[src/rtl/lcd12864_bus_sched_if.sv]
// Requester handshakes plus the LCD pin bundle of the 12864 write-bus scheduler.
// The scheduler takes the slave side; requesters and observers take the master side.
interface lcd12864_bus_sched_if;
    logic       req0_valid;
    logic       req0_rs;
    logic [7:0] req0_data;
    logic       req0_ready;
    logic       req1_valid;
    logic       req1_rs;
    logic [7:0] req1_data;
    logic       req1_ready;
    logic       init_done;
    logic       busy;
    logic       lcd_rs;
    logic       lcd_rw;
    logic       lcd_en;
    logic [7:0] lcd_data;
    logic       lcd_rst;
    logic       lcd_psb;

    modport master (
        output req0_valid, req0_rs, req0_data,
        input  req0_ready,
        output req1_valid, req1_rs, req1_data,
        input  req1_ready,
        input  init_done, busy, lcd_rs, lcd_rw, lcd_en, lcd_data, lcd_rst, lcd_psb
    );

    modport slave (
        input  req0_valid, req0_rs, req0_data,
        output req0_ready,
        input  req1_valid, req1_rs, req1_data,
        output req1_ready,
        output init_done, busy, lcd_rs, lcd_rw, lcd_en, lcd_data, lcd_rst, lcd_psb
    );
endinterface

[src/rtl/lcd12864_bus_sched.sv]
// ST7920 12864 parallel write-bus owner: reset/power-up/init sequencing, then
// round-robin sharing between two requesters with timed EN strobes and busy waits.
module lcd12864_bus_sched #(
    parameter int unsigned T_RST   = 500,
    parameter int unsigned T_PWRUP = 2000000,
    parameter int unsigned T_SETUP = 4,
    parameter int unsigned T_EN    = 25,
    parameter int unsigned T_HOLD  = 4,
    parameter int unsigned T_CMD   = 3600,
    parameter int unsigned T_CLR   = 80000
) (
    input  logic                clk,
    input  logic                rst_n,
    lcd12864_bus_sched_if.slave bus
);
    typedef enum logic [2:0] {
        S_RST, S_PWRUP, S_LOAD, S_SETUP, S_EN, S_HOLD, S_WAIT, S_IDLE
    } state_t;

    state_t      r_state, w_state_next;
    logic [31:0] r_cnt, w_cnt_next;
    logic [1:0]  r_init_idx, w_init_idx_next;
    logic        r_init_done, w_init_done_next;
    logic        r_rr, w_rr_next;
    logic        r_req_rs, w_req_rs_next;
    logic [7:0]  r_req_data, w_req_data_next;
    logic        r_lcd_rs, w_lcd_rs_next;
    logic [7:0]  r_lcd_data, w_lcd_data_next;
    logic        r_lcd_en, w_lcd_en_next;
    logic        r_lcd_rst, w_lcd_rst_next;
    logic        r_busy;
    logic        w_cnt_zero, w_open, w_grant, w_xfer, w_long_wait;
    logic [7:0]  w_init_byte;

    always_comb begin
        case (r_init_idx)
            2'd0:    w_init_byte = 8'h30;
            2'd1:    w_init_byte = 8'h0C;
            2'd2:    w_init_byte = 8'h06;
            default: w_init_byte = 8'h01;
        endcase
    end

    assign w_cnt_zero  = (r_cnt == 32'd0);
    assign w_open      = (r_state == S_IDLE) && r_init_done;
    // A lone valid requester wins outright; the pointer only breaks ties.
    assign w_grant     = (bus.req0_valid && !bus.req1_valid) ? 1'b0 :
                         (bus.req1_valid && !bus.req0_valid) ? 1'b1 : r_rr;
    assign w_xfer      = w_open && (w_grant ? bus.req1_valid : bus.req0_valid);
    // Clear display and return home need the long settle time.
    assign w_long_wait = !r_lcd_rs && (r_lcd_data == 8'h01 || r_lcd_data == 8'h02 ||
                                       r_lcd_data == 8'h03);

    always_comb begin
        w_state_next     = r_state;
        w_cnt_next       = w_cnt_zero ? 32'd0 : r_cnt - 32'd1;
        w_init_idx_next  = r_init_idx;
        w_init_done_next = r_init_done;
        w_rr_next        = r_rr;
        w_req_rs_next    = r_req_rs;
        w_req_data_next  = r_req_data;
        w_lcd_rs_next    = r_lcd_rs;
        w_lcd_data_next  = r_lcd_data;
        w_lcd_en_next    = r_lcd_en;
        w_lcd_rst_next   = r_lcd_rst;
        case (r_state)
            S_RST: if (w_cnt_zero) begin
                w_lcd_rst_next = 1'b1;
                w_state_next   = S_PWRUP;
                w_cnt_next     = T_PWRUP - 32'd1;
            end
            S_PWRUP: if (w_cnt_zero) begin
                w_init_idx_next = 2'd0;
                w_state_next    = S_LOAD;
            end
            S_LOAD: begin
                w_lcd_rs_next   = r_init_done ? r_req_rs : 1'b0;
                w_lcd_data_next = r_init_done ? r_req_data : w_init_byte;
                w_state_next    = S_SETUP;
                w_cnt_next      = T_SETUP - 32'd1;
            end
            S_SETUP: if (w_cnt_zero) begin
                w_lcd_en_next = 1'b1;
                w_state_next  = S_EN;
                w_cnt_next    = T_EN - 32'd1;
            end
            S_EN: if (w_cnt_zero) begin
                w_lcd_en_next = 1'b0;
                w_state_next  = S_HOLD;
                w_cnt_next    = T_HOLD - 32'd1;
            end
            S_HOLD: if (w_cnt_zero) begin
                w_state_next = S_WAIT;
                w_cnt_next   = w_long_wait ? T_CLR - 32'd1 : T_CMD - 32'd1;
            end
            S_WAIT: if (w_cnt_zero) begin
                if (r_init_done) begin
                    w_state_next = S_IDLE;
                end else if (r_init_idx == 2'd3) begin
                    w_init_done_next = 1'b1;
                    w_state_next     = S_IDLE;
                end else begin
                    w_init_idx_next = r_init_idx + 2'd1;
                    w_state_next    = S_LOAD;
                end
            end
            S_IDLE: if (w_xfer) begin
                w_req_rs_next   = w_grant ? bus.req1_rs : bus.req0_rs;
                w_req_data_next = w_grant ? bus.req1_data : bus.req0_data;
                w_rr_next       = !w_grant;
                w_state_next    = S_LOAD;
            end
            default: w_state_next = S_RST;
        endcase
    end

    always_ff @(posedge clk or negedge rst_n) begin
        if (!rst_n) begin
            r_state     <= S_RST;
            r_cnt       <= T_RST - 32'd1;
            r_init_idx  <= 2'd0;
            r_init_done <= 1'b0;
            r_rr        <= 1'b0;
            r_req_rs    <= 1'b0;
            r_req_data  <= 8'h00;
            r_lcd_rs    <= 1'b0;
            r_lcd_data  <= 8'h00;
            r_lcd_en    <= 1'b0;
            r_lcd_rst   <= 1'b0;
            r_busy      <= 1'b1;
        end else begin
            r_state     <= w_state_next;
            r_cnt       <= w_cnt_next;
            r_init_idx  <= w_init_idx_next;
            r_init_done <= w_init_done_next;
            r_rr        <= w_rr_next;
            r_req_rs    <= w_req_rs_next;
            r_req_data  <= w_req_data_next;
            r_lcd_rs    <= w_lcd_rs_next;
            r_lcd_data  <= w_lcd_data_next;
            r_lcd_en    <= w_lcd_en_next;
            r_lcd_rst   <= w_lcd_rst_next;
            r_busy      <= (w_state_next != S_IDLE);
        end
    end

    assign bus.req0_ready = w_open && !w_grant;
    assign bus.req1_ready = w_open && w_grant;
    assign bus.init_done  = r_init_done;
    assign bus.busy       = r_busy;
    assign bus.lcd_rs     = r_lcd_rs;
    assign bus.lcd_rw     = 1'b0;
    assign bus.lcd_en     = r_lcd_en;
    assign bus.lcd_data   = r_lcd_data;
    assign bus.lcd_rst    = r_lcd_rst;
    assign bus.lcd_psb    = 1'b1;
endmodule

[src/flat_wrapper.sv]
// flat-port wrapper written by rule: the top's interface ports become plain ports
module lcd12864_bus_sched_flat 
#(
    parameter int unsigned T_RST   = 500,
    parameter int unsigned T_PWRUP = 2000000,
    parameter int unsigned T_SETUP = 4,
    parameter int unsigned T_EN    = 25,
    parameter int unsigned T_HOLD  = 4,
    parameter int unsigned T_CMD   = 3600,
    parameter int unsigned T_CLR   = 80000
)
  (clk, rst_n, bus_req0_valid, bus_req0_rs, bus_req0_data, bus_req0_ready, bus_req1_valid, bus_req1_rs, bus_req1_data, bus_req1_ready, bus_init_done, bus_busy, bus_lcd_rs, bus_lcd_rw, bus_lcd_en, bus_lcd_data, bus_lcd_rst, bus_lcd_psb);
  lcd12864_bus_sched_if bus_i ();
  input  logic clk;
  input  logic rst_n;
  input wire logic [$bits(bus_i.req0_valid)-1:0] bus_req0_valid;
  input wire logic [$bits(bus_i.req0_rs)-1:0] bus_req0_rs;
  input wire logic [$bits(bus_i.req0_data)-1:0] bus_req0_data;
  output wire logic [$bits(bus_i.req0_ready)-1:0] bus_req0_ready;
  input wire logic [$bits(bus_i.req1_valid)-1:0] bus_req1_valid;
  input wire logic [$bits(bus_i.req1_rs)-1:0] bus_req1_rs;
  input wire logic [$bits(bus_i.req1_data)-1:0] bus_req1_data;
  output wire logic [$bits(bus_i.req1_ready)-1:0] bus_req1_ready;
  output wire logic [$bits(bus_i.init_done)-1:0] bus_init_done;
  output wire logic [$bits(bus_i.busy)-1:0] bus_busy;
  output wire logic [$bits(bus_i.lcd_rs)-1:0] bus_lcd_rs;
  output wire logic [$bits(bus_i.lcd_rw)-1:0] bus_lcd_rw;
  output wire logic [$bits(bus_i.lcd_en)-1:0] bus_lcd_en;
  output wire logic [$bits(bus_i.lcd_data)-1:0] bus_lcd_data;
  output wire logic [$bits(bus_i.lcd_rst)-1:0] bus_lcd_rst;
  output wire logic [$bits(bus_i.lcd_psb)-1:0] bus_lcd_psb;
  assign bus_i.req0_valid = bus_req0_valid;
  assign bus_i.req0_rs = bus_req0_rs;
  assign bus_i.req0_data = bus_req0_data;
  assign bus_req0_ready = bus_i.req0_ready;
  assign bus_i.req1_valid = bus_req1_valid;
  assign bus_i.req1_rs = bus_req1_rs;
  assign bus_i.req1_data = bus_req1_data;
  assign bus_req1_ready = bus_i.req1_ready;
  assign bus_init_done = bus_i.init_done;
  assign bus_busy = bus_i.busy;
  assign bus_lcd_rs = bus_i.lcd_rs;
  assign bus_lcd_rw = bus_i.lcd_rw;
  assign bus_lcd_en = bus_i.lcd_en;
  assign bus_lcd_data = bus_i.lcd_data;
  assign bus_lcd_rst = bus_i.lcd_rst;
  assign bus_lcd_psb = bus_i.lcd_psb;
  lcd12864_bus_sched #(.T_RST(T_RST), .T_PWRUP(T_PWRUP), .T_SETUP(T_SETUP), .T_EN(T_EN), .T_HOLD(T_HOLD), .T_CMD(T_CMD), .T_CLR(T_CLR)) u_core (.clk(clk), .rst_n(rst_n), .bus(bus_i));
endmodule
[config.mk]
export PLATFORM = sky130hd
export DESIGN_NAME = lcd12864_bus_sched_flat
export DESIGN_NICKNAME = d
export VERILOG_FILES = /design/src/rtl/lcd12864_bus_sched_if.sv /design/src/rtl/lcd12864_bus_sched.sv /design/src/flat_wrapper.sv
export SDC_FILE = /design/constraint.sdc
export NUM_CORES = 1
export LEC_CHECK = 0
export CORE_MARGIN = 2
export CORE_UTILIZATION = 35
export DETAILED_ROUTE_END_ITERATION = 10
export PLACE_DENSITY = 0.59
export SETUP_SLACK_MARGIN = 0.05
export SKIP_LAST_GASP = 1
export SLEW_MARGIN = 20
export SYNTH_ARGS = -nofsm -noshare
export SYNTH_HDL_FRONTEND = slang
export SYNTH_SLANG_ARGS = --single-unit
[constraint.sdc]
create_clock -name clk -period 5.6 [get_ports clk]
set_input_delay 1.12 -clock clk [delete_from_list [all_inputs] [get_ports clk]]
set_output_delay 1.12 -clock clk [all_outputs]
set_load 0.005 [all_outputs]
==> results of run 1 <==
[layer usage]
layer	GRT usage, %	vias to the layer above	share of wire [%]	wire length [microns]
li1	-	1264	-	-
met1	21.4	1200	48	3520
met2	26.6	35	47	3470
met3	4.81	6	3.5	254
met4	3.79	0	1.1	83
met5	0	-	0	0
[flip-flops by register name (all words and copies together) (netlist names)]
register and flops:
u_core.r_init_idx 2, u_core.r_cnt 32, u_core.bus.init_done 1, u_core.bus.lcd_en 1, u_core.bus.lcd_data 8, u_core.bus.lcd_rst 1
u_core.r_rr 1, u_core.bus.busy 1, u_core.r_req_data 8, u_core.bus.lcd_rs 1, u_core.r_req_rs 1, u_core.r_state 3
[cells by family (layout without fill, tap and decap cells)]
group	Yosys count	in the layout	share of synthesized area, %
compound gates	65	65	13.2
xor+xnor	25	25	6.79
fa+ha+maj	6	6	2.25
buf+inv	30	62	4.39
flops	60	60	46.9
mux	14	14	4.39
other cells	2	2	0.233
simple gates	140	140	21.9
[cell usage after synthesis, drive strengths merged (2+ instances only)]
master	count	share of area, %
clkbuf	13	1.5
o311ai	2	0.54
and2	2	0.39
nand2b	2	0.39
nor4	15	2.9
nor3	10	1.6
nand3	11	1.7
o21ai	22	3.4
dfstp	8	6.5
buf	10	2.1
a21o	3	0.70
conb	2	0.23
or4	6	1.6
or2	5	0.97
dfrtp	52	40
a21oi	13	2.1
nor2b	4	0.78
a211o	2	0.54
nand2	36	4.2
a211oi	3	0.70
ha	5	1.9
or3	10	2.3
o31ai	6	1.4
inv	6	0.70
mux2i	13	4.0
a22o	2	0.54
nor2	35	4.1
xor2	5	1.4
xnor2	20	5.4
[cell type report]
type | count | area, sq um | area share (%)
tap | 111 | 139 | 3.63
clock buffer | 9 | 124 | 3.24
inverter | 7 | 26.3 | 0.687
sequential | 60 | 1510 | 39.5
multi-input combinational | 252 | 1570 | 41.1
timing repair buffer | 39 | 378 | 9.88
clock inverter | 7 | 76.3 | 2.00
[power by group through the flow]
stage	Sequential (uW)	Clock (uW)	Combinational, uW
3_3_place_gp	450	0	38.5
5_1_grt	443	429	43.8
2_1_floorplan	450	0	13.9
3_5_place_dp	451	0	39.6
4_1_cts	442	406	39.8
6_report	442	397	38.7
[metrics by stage]
| step | instance area (sq um) | worst slack, ns |
|---|---|---|
| 2_1_floorplan | 3220 | 2.50 |
| 3_3_place_gp | 3620 | 1.60 |
| 3_5_place_dp | 3620 | 1.55 |
| 4_1_cts | 3820 | 1.55 |
| 5_1_grt | 3820 | 1.47 |
| 6_report | 3820 | 1.57 |
[worst paths after layout]
path                                                        to  slack [ns]
max in group asynchronous           u_core.r_cnt[16]$_DFF_PN0_        4.16
worst min-delay path            u_core.bus.lcd_rst$_DFFE_PN0P_        0.47
min in group asynchronous        u_core.bus.lcd_rs$_DFFE_PN0P_        0.94
worst min register to register  u_core.bus.lcd_rst$_DFFE_PN0P_        0.47
worst max-delay path                            bus_req1_ready        1.57
worst max register to register      u_core.r_cnt[13]$_DFF_PN0_        2.33
==> impl_metrics.tcl, run 1 <==
set metrics [dict create \
    status "complete, no violations" \
    detail-route-antenna-nets 0 \
    nNetsFinal 396 \
    final_max_slew_viol_count 0 \
    start_util_pct 35.6 \
    fmax_mhz 248 \
    hp-class "reg2reg" \
    cts_setup_buffers 0 \
    combPwrFrac_pct 4.4 \
    cts_sinks 60 \
    fin_cells 485 \
    yosys.cell_types.count 54 \
    first_pass_iters 4 \
    ctsResizeCount 0 \
    power_frac_seq_pct 50.4 \
    post_drt_wl_per_cell_microns 15.1 \
    drv_cap 0 \
    tritoncts "yes" \
    cp.arrival_ns 2.91 \
    fin_util_pct 42.2 \
    grt_max_degree 61 \
    p_sw_uw 211 \
    path_buf_inv 3 \
    row_count 35 \
    routed_wl_microns 7320 \
    startpoint "bus_req0_valid" \
    cpPeakStageDelay_ns 0.58 \
    ys_ff_latch 60 \
    area_growth_syn_to_layout_pct 18.7 \
    n_fill_cell 875 \
    final_cell_mix "dfrtp_1 (52), nand2_1 (36), nor2_1 (35), clkdlybuf4s50_1 (35), o21ai_0 (22)" \
    tightest_slew_ns 0.820 \
    critical_path.endpoint_type "output pin" \
    cts_buffers 9 \
    vias_per_cell 5.16 \
    drt_iter0_drc 142 \
    sw_frac_of_total_pct 24.1 \
    antenna_found_initial 0 \
    synth_edf_count 0 \
    io_pins 39 \
    crit_type "in2out" \
    drive_above_1_share_pct 10.7 \
    fin_tns_setup_ns 0 \
    diodes 0 \
    final_common_cell "dfrtp_1" \
    hold_depth 1 \
    ys_async_sr_fraction_pct 100 \
    yosysSeqAreaShare_pct 46.9 \
    drcViolationCount 0 \
    clkLatencyLatePin_ns 0.35 \
    crit-reg2reg-launch "u_core.r_cnt[0]$_DFF_PN1_" \
    htree_levels 3 \
    finClkSkew_ns 0.0101 \
    syn_inst 342 \
    worstPathCellList "clkdlybuf4s50_1, inv_1, maj3_1, nor2b_1, clkdlybuf4s50_1" \
    synth_area_per_cell_sq_um 9.42 \
    fin_crit_sh_pct 72.0 \
    num_vias 2505 \
    gr-total-overflow 0 \
    cts-root-buf "clkbuf_8" \
    start_kind "primary input" \
    cp_top_family "buffers and inverters" \
    timing.hold.ws_ns 0.474 \
    dieHeight_microns 100 \
    clockBufferDepth 2 \
    cp_max_fo 12 \
    path_depth 5 \
    critPathMostFrequentCell "clkdlybuf4s50_1" \
    irDropWorstVdd_mv 0.142 \
    required_ns 4.48 \
    dp_hpwl_microns 4960 \
    p_leak_uw 0.00161 \
    maxSlewHeadroom_pct 44.9 \
    min_from "u_core.bus.lcd_rst$_DFFE_PN0P_" \
    power.density_nw_per_um2 230 \
    synth_nets 369 \
    min_period_ns 4.03 \
    total_power_uw 878 \
    ff2ff_path_depth 8 \
    p_int_uw 667 \
    report.final.setup_viol 0 \
    place.gp.congestion 0.789 \
    core_sq_um 9060 \
    io_buffers 36 \
    ctsHoldBuffers 0 \
    syn_area_sq_um 3220 \
    dpl.cell_count 469 \
    synth-main-ff-cell "dfrtp_1" \
    grt_pass1_vias 2560 \
    yosys_warnings 0 \
    hold_violations 0 \
    dieArea_sq_um 9990 \
    cp_slowest_cell "maj3_1" \
    die_w_microns 100 \
    grt_use_total_pct 16.3 \
    clockPowerShare_pct 45.2 \
    grt_setup_unrepaired "false" \
    path_clk_slew_ns 0.07 \
    grt_pass1_wl_microns 12800 \
]
Note: power is estimated with default switching activity, not from simulation.
==> run 2, diff against run 1 <==
--- a/config.mk
+++ b/config.mk
@@ -8,7 +8,7 @@
 export CORE_MARGIN = 2
 export CORE_UTILIZATION = 35
 export DETAILED_ROUTE_END_ITERATION = 10
-export PLACE_DENSITY = 0.59
+export PLACE_DENSITY = 0.61
 export SETUP_SLACK_MARGIN = 0.05
 export SKIP_LAST_GASP = 1
 export SLEW_MARGIN = 20
==> constraint.sdc (replaced) <==
create_clock -name clk -period 3.3 [get_ports clk]
set_input_delay 0.66 -clock clk [delete_from_list [all_inputs] [get_ports clk]]
set_output_delay 0.66 -clock clk [all_outputs]
set_load 0.005 [all_outputs]
==> impl_metrics.tcl, run 2 (synthesized netlist as in run 1, its figures left out) <==
set metrics [dict create \
    drcViolationCount 0 \
    regMostFlops "u_core.r_cnt" \
    nNetsFinal 404 \
    grt_pass1_vias 2599 \
    final_common_cell "dfrtp_1" \
    required_ns 2.64 \
    clockBufferDepth 2 \
    cp_slowest_cell "clkdlybuf4s50_1" \
    drive_above_1_share_pct 12.6 \
    final_max_slew_viol_count 0 \
    regArea_sq_um 1510 \
    cp_top_family "buffers and inverters" \
    total_power_uw 1600 \
    post_drt_wl_per_cell_microns 15.1 \
    tritoncts "yes" \
    irDropWorstVdd_mv 0.216 \
    hold_violations 0 \
    report.final.setup_viol 0 \
    cts_sinks 60 \
    n_fill_cell 864 \
    power.density_nw_per_um2 407 \
    cp-endpoint "bus_req0_ready" \
    grt_setup_unrepaired "false" \
    vias_per_cell 5.23 \
    ctsResizeCount 0 \
    cp.arrival_ns 2.25 \
    dieArea_sq_um 9990 \
    cts_setup_buffers 0 \
    place_area_sq_um 3700 \
    start_util_pct 35.6 \
    io_buffers 36 \
    critPathMostFrequentCell "clkdlybuf4s50_1" \
    cpPeakStageDelay_ns 0.52 \
    io_pins 39 \
    hp-class "in2async" \
    clkLatencyLatePin_ns 0.34 \
    fmax_mhz 343 \
    routed_wl_microns 7460 \
    drt_iter0_drc 173 \
    status "complete, no violations" \
    ctsHoldBuffers 0 \
    critical_path.endpoint_type "output pin" \
    row_count 35 \
    cp_max_fo 5 \
    startpoint "bus_req0_valid" \
    final_cell_mix "dfrtp_1 (52), nand2_1 (36), nor2_1 (35), clkdlybuf4s50_1 (35), o21ai_0 (22)" \
    cts-root-buf "clkbuf_8" \
    reg2reg_to "u_core.r_cnt[19]$_DFF_PN0_" \
    htree_levels 3 \
    tightest_slew_ns 0.661 \
    num_vias 2576 \
    maxSlewHeadroom_pct 55.8 \
    cts_buffers 9 \
    p_leak_uw 0.00168 \
    largest_register_ffs 32 \
    gr-total-overflow 0 \
    fin_tns_setup_ns 0 \
    fin_crit_sh_pct 88.3 \
    multi_input_area_sq_um 1570 \
    area_growth_syn_to_layout_pct 22.0 \
    place.gp.congestion 0.782 \
    detail-route-antenna-nets 0 \
    first_pass_iters 4 \
    finClkSkew_ns 0.00715 \
    min_period_ns 2.91 \
    grt_use_total_pct 16.1 \
    path_depth 5 \
    final_cell_area_sq_um 3930 \
    path_buf_inv 3 \
    dieHeight_microns 100 \
    path_clk_slew_ns 0.07 \
    grt_pass1_wl_microns 12700 \
    dp_hpwl_microns 5180 \
    start_kind "primary input" \
    crit-reg2reg-launch "u_core.r_cnt[24]$_DFF_PN0_" \
    rrSetupSlack_ns 0.51 \
    crit_type "in2out" \
    diodes 0 \
    core_sq_um 9060 \
    ff2ff_path_depth 5 \
    die_w_microns 100 \
    timing.hold.ws_ns 0.324 \
    drv_cap 0 \
    grt_max_degree 27 \
    antenna_found_initial 0 \
    worstPathCellList "clkdlybuf4s50_1, inv_1, maj3_1, nor2_1, clkdlybuf4s50_1" \
]
[run 2: cell count changes in the layout (fill, tap and decap cells not counted)]
cell,change
buf_12,+1
clkinvlp_4,-2
inv_6,-1
clkinv_2,+1
bufinv_16,+1
clkinv_4,-2
buf_4,+7
clkbuf_8,+3
[run 2: worst min-delay path by stage]
stage                                              start  cells after the start  slack [ns]                          endpoint
after floorplan                                    rst_n                      0        0.36  u_core.bus.init_done$_DFFE_PN0P_
after global placement    u_core.bus.lcd_rst$_DFFE_PN0P_                      1        0.44    u_core.bus.lcd_rst$_DFFE_PN0P_
after detailed placement  u_core.bus.lcd_rst$_DFFE_PN0P_                      1        0.45    u_core.bus.lcd_rst$_DFFE_PN0P_
after CTS                                          rst_n                      1        0.34  u_core.r_req_data[0]$_DFFE_PN0P_
after global routing                               rst_n                      1        0.38  u_core.r_req_data[0]$_DFFE_PN0P_
final                                              rst_n                      1        0.32  u_core.r_req_data[0]$_DFFE_PN0P_
[run 2: final cells by class]
cell class / count / area share (%)
clock buffer: 12 / 4.20
clock inverter: 4 / 1.78
inverter: 7 / 0.668
timing repair buffer: 47 / 11.5
multi-input combinational: 252 / 39.9
sequential: 60 / 38.4
tap: 111 / 3.53
[run 2: metal layers]
metal / vias to the layer above / track usage, % / routed length [microns]
met5: - / 0 / 0
met4: 0 / 7.17 / 127
met3: 11 / 2.58 / 171
met2: 33 / 25.7 / 3530
met1: 1261 / 21.6 / 3630
li1: 1271 / - / -
[run 2: where the power goes]
part	internal (uW)	leakage, uW	switching, uW
sequential	746	0.000740	5.36
clock	485	0.000122	294
combinational	38.0	0.000816	31.8
[run 2: per-stage QoR]
| step | setup WS (ns) | std cells | utilization, % |
|---|---|---|---|
| 6_report | 0.385 | 493 | 43.4 |
| 5_1_grt | 0.296 | 493 | 43.4 |
| 2_1_floorplan | 0.633 | 342 | - |
| 3_5_place_dp | 0.377 | 477 | 40.8 |
| 3_3_place_gp | 0.422 | 476 | 40.6 |
| 4_1_cts | 0.367 | 493 | 43.4 |
==> run 3, diff against run 2 <==
--- a/config.mk
+++ b/config.mk
@@ -8,6 +8,7 @@
 export CORE_MARGIN = 2
 export CORE_UTILIZATION = 35
 export DETAILED_ROUTE_END_ITERATION = 10
+export GPL_TIMING_DRIVEN = 0
 export PLACE_DENSITY = 0.61
 export SETUP_SLACK_MARGIN = 0.05
 export SKIP_LAST_GASP = 1
@@ -15,3 +16,4 @@
 export SYNTH_ARGS = -nofsm -noshare
 export SYNTH_HDL_FRONTEND = slang
 export SYNTH_SLANG_ARGS = --single-unit
+export TNS_END_PERCENT = 1
==> impl_metrics.tcl, run 3 (synthesized netlist as in run 1, its figures left out) <==
set metrics [dict create \
    finClkSkew_ns 0.00880 \
    cts_buffers 9 \
    grt_setup_unrepaired "false" \
    critPathMostFrequentCell "clkdlybuf4s50_1" \
    dieHeight_microns 100 \
    regMostFlops "u_core.r_cnt" \
    report.final.setup_viol 0 \
    io_buffers 36 \
    drive_above_1_share_pct 10.9 \
    grt_pass1_vias 2629 \
    dpl.cell_count 490 \
    cts_sinks 60 \
    dieArea_sq_um 9990 \
    first_pass_iters 4 \
    detail-route-antenna-nets 0 \
    grt_pass1_wl_microns 12900 \
    ctsHoldBuffers 0 \
    largest_register_ffs 32 \
    die_w_microns 100 \
    io_pins 39 \
    vias_per_cell 5.21 \
    status "complete, no violations" \
    area_growth_syn_to_layout_pct 22.0 \
    drt_iter0_drc 88 \
    highest_layer "met4" \
    nNetsFinal 417 \
    min_period_ns 3.11 \
    final_common_cell "dfrtp_1" \
    required_ns 2.64 \
    diodes 0 \
    grt_use_total_pct 16.3 \
    cp_top_family "buffers and inverters" \
    clockBufferDepth 2 \
    cts_setup_buffers 0 \
    n_fill_cell 871 \
    grt_max_degree 36 \
    worstPathCellList "clkdlybuf4s50_1, inv_1, maj3_1, buf_2, nor2_1, clkdlybuf4s50_1" \
    cp_max_fo 10 \
    drv_cap 0 \
    ctsResizeCount 1 \
    timing.hold.ws_ns 0.233 \
    dp_hpwl_microns 5390 \
    maxSlewHeadroom_pct 45.8 \
    irDropWorstVdd_mv 0.214 \
    fin_cells 506 \
    clkLatencyLatePin_ns 0.33 \
    p_leak_uw 0.00166 \
    htree_levels 3 \
    met2RoutedLength_microns 3550 \
    tritoncts "yes" \
    core_sq_um 9060 \
    cp_slowest_cell "clkdlybuf4s50_1" \
    post_drt_wl_per_cell_microns 14.6 \
    critical_path.endpoint_type "output pin" \
    met3_length_microns 134 \
    power.density_nw_per_um2 373 \
    start_kind "primary input" \
    final_cell_mix "dfrtp_1 (52), nand2_1 (36), nor2_1 (35), clkdlybuf4s50_1 (35), o21ai_0 (22)" \
    routed_wl_microns 7400 \
    place.gp.congestion 0.839 \
    crit_type "in2out" \
    cpPeakStageDelay_ns 0.52 \
    cp.arrival_ns 2.45 \
    cts-root-buf "clkbuf_8" \
    num_vias 2634 \
    hold_violations 0 \
    row_count 35 \
    fin_crit_sh_pct 94.2 \
    drcViolationCount 0 \
    fmax_mhz 322 \
    start_util_pct 35.6 \
    tightest_slew_ns 0.809 \
    path_clk_slew_ns 0.07 \
    gr-total-overflow 0 \
    final_max_slew_viol_count 0 \
    hp-class "in2async" \
    path_buf_inv 4 \
    routedLengthMet1_microns 3620 \
    antenna_found_initial 0 \
]
-- run 3: cell types whose count changed in the layout (fill, tap and decap cells not counted), sizes merged --
cell    before  now
clkbuf      12   27
clkinv       3    2
bufinv       2    1
-- run 3: area by class of cell --
class                      count  area (sq um)  area share [%]
buffer                        23           116            2.96
clock buffer                  14           153            3.88
clock inverter                 2          35.0           0.891
inverter                       7          26.3           0.668
multi-input combinational    252          1580            40.0
sequential                    60          1510            38.4
tap                          111           139            3.53
timing repair buffer          37           378            9.61
-- run 3: routing by layer --
metal	vias up	track usage, %
li1	1301	-
met1	1297	22.8
met2	30	24.9
met3	6	3.34
met4	0	6.22
met5	-	0
-- run 3: worst paths after layout --
kind	slack [ns]	start	endpoint	depth (start not counted)
min reg2reg	0.48	u_core.bus.lcd_rst$_DFFE_PN0P_	u_core.bus.lcd_rst$_DFFE_PN0P_	1
min in group clk	0.48	u_core.bus.lcd_rst$_DFFE_PN0P_	u_core.bus.lcd_rst$_DFFE_PN0P_	1
max reg2reg	0.35	u_core.r_cnt[0]$_DFF_PN1_	u_core.r_cnt[21]$_DFF_PN0_	10
max in group asynchronous	2.49	rst_n	u_core.r_cnt[4]$_DFF_PN1_	2
min	0.23	rst_n	u_core.r_req_data[5]$_DFFE_PN0P_	1
max	0.19	bus_req0_valid	bus_req0_ready	6
-- run 3: power by group --
part / switching [uW] / total [uW] / internal [uW]
Combinational: 30.8 / 68.4 / 37.6
Sequential: 5.61 / 752 / 746
Clock: 279 / 649 / 370
-- run 3: worst reg2reg max path: stages (launching register included) --
cell,delay (ns)
dfstp_2,0.38
inv_1,0.07
ha_1,0.19
or4b_1,0.55
or3_1,0.40
clkbuf_1,0.18
or3_4,0.40
buf_6,0.14
nand2_1,0.18
buf_2,0.27
nor2_1,0.08
-- run 3: metrics by stage --
step           power [uW]  utilization [%]  instance area, sq um  setup slack, ns  setup TNS [ns]
3_3_place_gp          832             41.1                  3720           -0.438          -22.65
3_5_place_dp          836             41.3                  3740           0.0166               0
4_1_cts              1490             43.3                  3930            0.167               0
2_1_floorplan         787                -                  3220            0.633               0
5_1_grt              1540             43.4                  3930           0.0687               0
6_report             1470             43.4                  3930            0.192               0
